### config.mk
export PLATFORM = sky130hd
export DESIGN_NAME = bcd_seq_converter
export DESIGN_NICKNAME = d
export VERILOG_FILES = /design/src/rtl/bcd_seq_converter.sv
export SDC_FILE = /design/constraint.sdc
export NUM_CORES = 1
export LEC_CHECK = 0
export ABC_CLOCK_PERIOD_IN_PS = 1640
export BUFFER_PORTS_ARGS = -buffer_cell sky130_fd_sc_hd__buf_4
export CAP_MARGIN = 30
export CORE_MARGIN = 5
export CORE_UTILIZATION = 51
export CTS_CLUSTER_DIAMETER = 120
export CTS_CLUSTER_SIZE = 30
export DETAILED_ROUTE_END_ITERATION = 6
export PLACE_DENSITY = 0.76
export SETUP_SLACK_MARGIN = 0.3
export SLEW_MARGIN = 20
export SYNTH_ARGS = -nofsm -noshare
export SYNTH_HDL_FRONTEND = slang
export SYNTH_SLANG_ARGS = --single-unit
### constraint.sdc
create_clock -name clk -period 1.64 [get_ports clk]
set_input_delay 0.328 -clock clk [delete_from_list [all_inputs] [get_ports clk]]
set_output_delay 0.328 -clock clk [all_outputs]
set_load 0.01 [all_outputs]
### src/rtl/bcd_seq_converter.sv
// Sequential binary-to-BCD converter (double-dabble), one input bit per clock.
// It uses valid/ready handshakes on both sides and reports overflow and a leading-zero mask.
module bcd_seq_converter #(
  parameter int BIN_W  = 16,
  parameter int DIGITS = 5,
  localparam int CNT_W = $clog2(BIN_W + 1)
) (
  input  logic                  clk,
  input  logic                  rst_n,
  input  logic                  in_valid,
  output logic                  in_ready,
  input  logic [BIN_W-1:0]      in_bin,
  output logic                  out_valid,
  input  logic                  out_ready,
  output logic [4*DIGITS-1:0]   out_bcd,
  output logic                  out_ovf,
  output logic [DIGITS-1:0]     out_nz_mask,
  output logic                  busy
);

  localparam int BCD_W = 4 * DIGITS;

  typedef enum logic [1:0] {
    IDLE  = 2'd0,
    SHIFT = 2'd1,
    DONE  = 2'd2
  } state_t;

  state_t             state_reg;
  state_t             state_next;
  logic [CNT_W-1:0]   cnt_reg;
  logic [BIN_W-1:0]   bin_reg;
  logic [BCD_W-1:0]   bcd_reg;
  logic               ovf_reg;
  logic [BCD_W-1:0]   out_bcd_reg;
  logic               out_ovf_reg;

  logic               accept;
  logic               step;
  logic               last_iter;
  logic [BCD_W-1:0]   bcd_adj;
  logic [BCD_W-1:0]   bcd_shift;
  logic               ovf_shift;
  logic [DIGITS-1:0]  digit_nz;
  logic [DIGITS-1:0]  nz_mask_c;

  // Per-digit add-3 correction; digits never carry into each other.
  for (genvar gi = 0; gi < DIGITS; gi++) begin : g_adj
    logic [3:0] digit;
    assign digit               = bcd_reg[4*gi +: 4];
    assign bcd_adj[4*gi +: 4]  = (digit >= 4'd5) ? (digit + 4'd3) : digit;
  end

  // The bit leaving the top digit stands for a multiple of 10^DIGITS, so it only sets ovf.
  assign bcd_shift = {bcd_adj[BCD_W-2:0], bin_reg[BIN_W-1]};
  assign ovf_shift = ovf_reg | bcd_adj[BCD_W-1];
  assign last_iter = (cnt_reg == CNT_W'(BIN_W - 1));

  always_ff @(posedge clk or negedge rst_n) begin
    if (!rst_n) begin
      state_reg <= IDLE;
    end else begin
      state_reg <= state_next;
    end
  end

  always_comb begin
    state_next = state_reg;
    accept     = 1'b0;
    step       = 1'b0;
    case (state_reg)
      IDLE: begin
        if (in_valid) begin
          accept     = 1'b1;
          state_next = SHIFT;
        end
      end
      SHIFT: begin
        step = 1'b1;
        if (last_iter) begin
          state_next = DONE;
        end
      end
      DONE: begin
        if (out_ready) begin
          state_next = IDLE;
        end
      end
      default: state_next = IDLE;
    endcase
  end

  always_ff @(posedge clk or negedge rst_n) begin
    if (!rst_n) begin
      cnt_reg     <= '0;
      bin_reg     <= '0;
      bcd_reg     <= '0;
      ovf_reg     <= 1'b0;
      out_bcd_reg <= '0;
      out_ovf_reg <= 1'b0;
    end else begin
      if (accept) begin
        bin_reg <= in_bin;
        bcd_reg <= '0;
        ovf_reg <= 1'b0;
        cnt_reg <= '0;
      end else if (step) begin
        bin_reg <= bin_reg << 1;
        bcd_reg <= bcd_shift;
        ovf_reg <= ovf_shift;
        cnt_reg <= cnt_reg + 1'b1;
      end
      // Result registers change only on the final iteration, never with partial data.
      if (step && last_iter) begin
        out_bcd_reg <= bcd_shift;
        out_ovf_reg <= ovf_shift;
      end
    end
  end

  for (genvar gi = 0; gi < DIGITS; gi++) begin : g_nz
    assign digit_nz[gi] = (out_bcd_reg[4*gi +: 4] != 4'd0);
  end

  // A digit is significant if it or any more significant digit is non-zero; ones always shown.
  always_comb begin
    logic any_nz;
    any_nz    = 1'b0;
    nz_mask_c = '0;
    for (int k = DIGITS - 1; k >= 0; k--) begin
      any_nz       = any_nz | digit_nz[k];
      nz_mask_c[k] = any_nz;
    end
    nz_mask_c[0] = 1'b1;
  end

  assign in_ready    = (state_reg == IDLE);
  assign busy        = (state_reg == SHIFT);
  assign out_valid   = (state_reg == DONE);
  assign out_bcd     = out_bcd_reg;
  assign out_ovf     = out_ovf_reg;
  assign out_nz_mask = nz_mask_c;

endmodule

==> key figures, run 1 <==
Route
  • Avg Vias per Cell: 6.261
  • M1 WL: between 4 and 5 mm
  • Drt drc: 0
  • 1st-pass router iterations: 5
  • WL final: 11.86 mm
  • Metal2 WL: 6.080 mm
  • Via count: 3,168
  • Top Layer Used: met4
  • Drt wl/cell: 23.43 um
  • Antenna Nets Post-Route: 0
  • WL met3: 794 um
  • Drt initial violations: 218

Min path
  • HP Start: out_ready
  • Worst Hold Class: primary input to register
  • Hold-critical path depth: 2
  • WHS Endpoint: state_reg[1]

Critical path
  • CP max-delay cell: dfrtp_1
  • Worst EP required: roughly 1300 ps
  • Reg2Reg Depth: 6
  • Critical path arrival: 1490 ps
  • Crit path launch type: register
  • Largest stage delay, worst path: approximately 450 ps
  • FF-to-FF Start: bcd_reg[12]
  • Max FO, Critical Path: 3
  • Internal reg-to-reg setup slack: 70 ps
  • Cell chain of the critical path: nor4_4 -> nand4_1 -> buf_4
  • CP Capture Type: output port
  • R2r endpoint: out_bcd[14]
  • Crit Path Category: register to output port

Status
  • Failing checks: negative setup slack
  • Status: finished, violations left

Floorplanning
  • Die height: 87.69 um
  • Cell Rows: 28
  • Area of the core: a little under 6000 sq um
  • I/O Pins: 49
  • Starting Density: 52.30%
  • Die area: 7689 sq um
  • Die W: 87.69 um

Finish
  • Layout Nets: 458
  • Area grow syn2layout: 69.19%
  • Most common cell after layout, fill and taps aside: buf_4
  • Final Non-Filler Cells: 506
  • Most frequent cells in the layout: 74 x buf_4, 59 x dfrtp_1, 44 x o21ai_2
  • # diodes: 0
  • FILL cells: 219
  • Layout cells sized above 1: 63.34%

CTS
  • Clk buf depth: 2
  • CTS Root Cell: clkbuf_8
  • Clk_lat worst skew: 360 ps
  • CTS tree: built
  • CTS Sinks: 65
  • Clock transition at path regs: 80 ps
  • H-tree depth: 3
  • CTS Buf Count: 9

Logic synthesis
  • Cell area after synthesis: approximately 3000 sq um
  • Seq/Total Area, Yosys: about 53%
  • Synth cell types: 25
  • Post-Synthesis Cells: 327
  • Yosys warns: 0
  • Mean Syn Cell Area: 9.413 sq um
  • Yosys reg bits: 65
  • Syn Nets: roughly 360

GRT
  • Gr ovfl total: 0
  • Largest net degree at the start of global routing: 50
  • Global-route wire length before repair: 14.91 mm
  • Vias in the first global route: 3,002
  • Initial antenna violation count: 0
  • Total track usage: 25.12%

STA
  • Setup violations, final: 4
  • Final number of max-transition violations: 0
  • Final Cycle Share: 110.8%
  • Slew margin rel.: 64.54%
  • Final WS setup: -177.4 ps
  • Maximum clock rate: 0.5502 GHz
  • Worst Tran Pin Value: 526.4 ps
  • Worst Skew: 12.75 ps
  • Hold Violations, Final: 0
  • Minimum clock period: 1817 ps
  • RSZ-0062 raised after global routing: true
  • TNS Setup: -514.1 ps

Power and ir drop
  • Pint: between 6 and 7 mW
  • Comb power frac: 60.4%
  • Net switching power: 5.210 mW
  • Pwr Density: 2243 nW/um^2
  • Seq pwr share: 28.5%
  • Design Power: 11.68 mW
  • Clock share of power: 11.1%
  • Switching Share: 44.61%
  • Pleak: about 2.5 nW
  • Peak supply drop: 0.001512 V

Place
  • Gpl congestion: 0.8272
  • HPWL after detailed placement: 4.782 mm
  • # port buffers: 47
  • Dpl cells: 442

Run
  • Max cap viols: 0
==> through the flow <==
| step | worst slack (ps) | cell area, sq um | util, % | hold WS [ps] |
|---|---|---|---|---|
| 3_3_place_gp | 64.23 | 3794 | 64.46 | 204.2 |
| 5_1_grt | -241.8 | 5207 | 88.48 | 150.7 |
| 6_report | -177.4 | 5207 | 88.48 | 156.3 |
| 2_1_floorplan | 280.0 | 3311 | - | 32.41 |
| 4_1_cts | -118.9 | 4642 | 78.87 | 153.9 |
| 3_5_place_dp | -49.57 | 3794 | 64.46 | 203.3 |
==> per-layer routing <==
metal	vias to the layer above	track usage, %
met5	-	0
met4	0	9.066
met3	61	5.550
met2	187	43.08
met1	1576	31.16
li1	1344	-
==> worst max-delay path: cells and delay by family, from the launching register on <==
kind	cells	cell delay, ps
flops	1	450
buf+inv	1	170
simple gates	2	510
==> cell families (layout without fill, tap and decap cells) <==
logic type / count (synthesis) / after routing / synth area share [%]
buffers and inverters: 33 / 137 / 4.512
AND/OR/NAND/NOR: 100 / 100 / 15.08
AO/OA/AOI/OAI: 105 / 105 / 18.94
XOR/XNOR: 5 / 5 / 1.423
flip-flops: 65 / 65 / 52.85
multiplexers: 6 / 6 / 2.195
adder cells (fa/ha/maj): 12 / 12 / 4.878
other: 1 / 1 / 0.1218
==> timing repair <==
| item | 4_1_cts | 5_1_grt |
|---|---|---|
| hold buffers | 1 | 0 |
| endpoints found under the setup margin | 59 | 71 |
| gates resized for setup | 98 | 142 |
| hold endpoints to repair | 16 | 0 |
| gates cloned | 8 | 1 |
| pin swaps | 27 | 47 |
| setup buffers | 26 | 12 |
==> power groups by stage <==
stage / sequential [mW] / combinational, mW / clock, mW
after floorplan: 2.98 / 2.80 / 0
after CTS: 3.05 / 5.40 / 1.23
after detailed placement: 3.01 / 4.15 / 0
final: 3.33 / 7.06 / 1.30
after global placement: 2.98 / 4.00 / 0
after global routing: 3.39 / 7.52 / 1.34
==> layout make-up <==
cell class / instances / area (sq um) / area share [%]
clock buffer: 14 / 162.7 / 3.124
tap: 75 / 93.84 / 1.802
inverter: 16 / 65.06 / 1.249
sequential: 65 / 1634 / 31.38
clock inverter: 2 / 12.51 / 0.2403
multi-input combinational: 229 / 2136 / 41.01
timing repair buffer: 105 / 1104 / 21.19
==> synthesized netlist by cell type (all sizes together) <==
library cell  number  area share, %
a22o               3           0.85
nor2               4           0.49
nand4              1           0.20
a21o               1           0.24
clkbuf             9            1.1
dfrtp             65             53
buf                8            1.5
xnor2              5            1.4
inv               16            2.0
a2bb2oi            1           0.28
conb               1           0.12
nand2             59            7.2
mux2               6            2.2
o21bai             1           0.24
ha                12            4.9
and3               1           0.20
nor4               4           0.81
nand3              7            1.1
o21ai             66             11
a21oi             18            2.9
nand2b             8            1.6
nor3b             10            2.4
a22oi             15            3.7
nor3               6           0.98
==> how the worst max path moves through the flow <==
stage | start | depth (start not counted) | to | slack (ps)
finish | out_bcd[13] | 3 | out_nz_mask[1] | -180
global route | out_bcd[16] | 3 | out_nz_mask[1] | -240
CTS | out_bcd[17] | 3 | out_nz_mask[1] | -120
detailed placement | in_valid | 5 | bin_reg[3] | -50
global placement | in_valid | 5 | bin_reg[11] | 60
floorplan | cnt_reg[0] | 5 | out_bcd[0] | 280
(Power assumes the default switching activity.)
==> run 2: changes to the inputs <==
--- a/config.mk
+++ b/config.mk
@@ -13,6 +13,7 @@
 export CTS_CLUSTER_DIAMETER = 120
 export CTS_CLUSTER_SIZE = 30
 export DETAILED_ROUTE_END_ITERATION = 6
+export MAX_ROUTING_LAYER = met4
 export PLACE_DENSITY = 0.76
 export SETUP_SLACK_MARGIN = 0.3
 export SLEW_MARGIN = 20
==> run 2 against run 1 <==
Against the previous run:
- the flow still finishes with violations (negative setup slack)
- clock skew about the same
- sequential power hardly changed
- register-to-register slack barely moved
- maximum frequency increased by 0.26%
- wire length fell by 0.20%
- sequential share of layout area barely moved
- first-iteration DRC count grew 27%
- sequential cell count unchanged
- via count increased by 0.47%
- critical path type unchanged
- critical endpoint unchanged
==> key figures, run 2 (synthesized netlist as in run 1, its figures left out) <==
Status
  • Status: finished, violations left (unchanged)
  • Failing checks: negative setup slack (unchanged)

STA
  • Minimum clock period: 1813 ps (was 1817 ps)
  • Slew margin rel.: 66.39% (was 64.54%)
  • WHS: 159.0 ps (was 156.3 ps)
  • Final number of max-transition violations: 0 (unchanged)
  • Hold Violations, Final: 0 (unchanged)
  • Maximum clock rate: 0.5516 GHz (was 0.5502 GHz)
  • Final Cycle Share: 110.5% (was 110.8%)
  • Worst Skew: 12.54 ps (was 12.75 ps)
  • Worst Tran Pin Value: 498.9 ps (was 526.4 ps)
  • RSZ-0062 raised after global routing: true (unchanged)
  • Setup violations, final: 4 (unchanged)
  • Final WS setup: -172.8 ps (was -177.4 ps)

Run
  • Max cap viols: 0 (unchanged)

Finish
  • Most common cell after layout, fill and taps aside: buf_4 (unchanged)
  • Most frequent cells in the layout: 74 x buf_4, 60 x dfrtp_1, 44 x o21ai_2 (was 74 x buf_4, 59 x dfrtp_1, 44 x o21ai_2)
  • Layout Nets: 458 (unchanged)
  • Register Area: 1633 sq um (was 1634 sq um)
  • # diodes: 0 (unchanged)
  • Multi-input logic area: 2136 sq um (unchanged)
  • Layout cells sized above 1: 63.11% (was 63.34%)
  • Area grow syn2layout: 69.15% (was 69.19%)
  • FILL cells: 220 (was 219)
  • Fin util: 88.46% (was 88.48%)

Floorplanning
  • Die W: 87.69 um (unchanged)
  • Cell Rows: 28 (unchanged)
  • I/O Pins: 49 (unchanged)
  • Die height: 87.69 um (unchanged)
  • Starting Density: 52.30% (unchanged)
  • Area of the core: 5886 sq um (unchanged)
  • Die area: 7689 sq um (unchanged)

Critical path
  • Buffers and inverters on the worst path: 1 (unchanged)
  • Crit path launch type: register (unchanged)
  • CP max-delay cell: dfrtp_1 (unchanged)
  • Worst EP required: 1310 ps (about the same)
  • Internal reg-to-reg setup slack: 80 ps (was 70 ps)
  • Crit-path leading delay family: simple AND/OR/NAND/NOR gates (unchanged)
  • Max FO, Critical Path: 3 (unchanged)
  • CP Capture Type: output port (unchanged)
  • Critical path arrival: 1480 ps (was 1490 ps)
  • Crit Path Category: register to output port (unchanged)
  • Cell chain of the critical path: nor4_4 -> nand4_1 -> buf_4 (unchanged)
  • Largest stage delay, worst path: 460 ps (was 450 ps)

Route
  • Avg Vias per Cell: 6.291 (was 6.261)
  • Drt wl/cell: 23.38 um (was 23.43 um)
  • 1st-pass router iterations: 6 (was 5)
  • WL final: 11.83 mm (was 11.86 mm)
  • Drt initial violations: 277 (was 218)
  • Drt drc: 0 (unchanged)
  • Antenna Nets Post-Route: 0 (unchanged)
  • Via count: 3,183 (was 3,168)

CTS
  • CTS tree: built (unchanged)
  • Clk_lat worst skew: 360 ps (about the same)
  • CTS Sinks: 65 (unchanged)
  • Clk buf depth: 2 (unchanged)
  • H-tree depth: 3 (unchanged)
  • CTS Root Cell: clkbuf_8 (unchanged)
  • Clock transition at path regs: 80 ps (about the same)
  • CTS Buf Count: 9 (unchanged)

GRT
  • Largest net degree at the start of global routing: 50 (unchanged)
  • Gr ovfl total: 0 (unchanged)
  • Vias in the first global route: 3,019 (was 3,002)
  • Total track usage: 25.87% (was 25.12%)
  • Initial antenna violation count: 0 (unchanged)
  • Global-route wire length before repair: 14.91 mm (unchanged)

Place
  • HPWL after detailed placement: 4.782 mm (unchanged)
  • Gpl congestion: 0.8398 (was 0.8272)
  • # port buffers: 47 (unchanged)

Power and ir drop
  • Clock share of power: 11.1% (about the same)
  • Switching Share: 44.57% (was 44.61%)
  • Peak supply drop: 0.001511 V (was 0.001512 V)
  • Design Power: 11.67 mW (was 11.68 mW)
  • Seq pwr share: 28.5% (about the same)
  • Comb power frac: 60.4% (about the same)
  • Net switching power: 5.203 mW (was 5.210 mW)
  • Pleak: 2.453 nW (was 2.452 nW)
  • Pint: 6.471 mW (was 6.469 mW)
  • Pwr Density: 2242 nW/um^2 (was 2243 nW/um^2)

Min path
  • Worst Hold Class: primary input to register (unchanged)
run 2: repair_timing:
action                                  CTS  global route
endpoints found under the hold margin    16             0
buffers inserted                         26            12
pin swaps                                27            46
resized for setup                        98           141
endpoints found under the setup margin   59            71
cloned                                    8             1
hold buffers                              1             0
run 2: final cells by class:
type                       count  share of cell area, %
sequential                    65                  31.36
timing repair buffer         105                  21.20
multi-input combinational    229                  41.02
inverter                      16                  1.250
tap                           75                  1.802
clock inverter                 2                 0.2403
clock buffer                  14                  3.124
run 2: worst register-to-register path, stage by stage (launching register included):
cell and delay (ps):
dfrtp_1 370, ha_2 200, and3_4 180, ha_4 160, nand2_8 120, buf_6 160, buf_16 130, nand2_2 50
o21ai_1 70
run 2: path summary, 6_finish.rpt:
path | start | endpoint | depth (start not counted)
max | out_bcd[12] | out_nz_mask[1] | 3
min | out_ready | state_reg[1] | 2
max reg2reg | cnt_reg[0] | out_bcd[2] | 8
min reg2reg | out_bcd[3] | out_bcd[3] | 2
max in group asynchronous | rst_n | bcd_reg[12] | 3
min in group asynchronous | rst_n | bcd_reg[14] | 2
run 2: metal layers:
layer  share of wire [%]  global-route usage (%)
met4                 5.3                   10.32
met1                  38                   31.28
met3                 6.3                   4.233
met2                  51                   43.15
met5                   0                       -
run 2: through the flow:
step / cells / setup TNS [ps] / instance area [sq um] / setup WS (ps)
finish: 506 / -476.8 / 5206 / -172.8
global route: 506 / -786.6 / 5206 / -235.2
CTS: 493 / -341.0 / 4642 / -118.9
detailed placement: 442 / -257.5 / 3794 / -49.57
global placement: 442 / 0 / 3794 / 64.23
floorplan: 327 / 0 / 3311 / 280.0
run 2: power by group through the flow:
| stage | registers [mW] | clock network, mW | logic, mW |
|---|---|---|---|
| after CTS | 3.05 | 1.23 | 5.40 |
| after global placement | 2.98 | 0 | 4.00 |
| after floorplan | 2.98 | 0 | 2.80 |
| final | 3.32 | 1.30 | 7.05 |
| after detailed placement | 3.01 | 0 | 4.15 |
| after global routing | 3.39 | 1.34 | 7.52 |
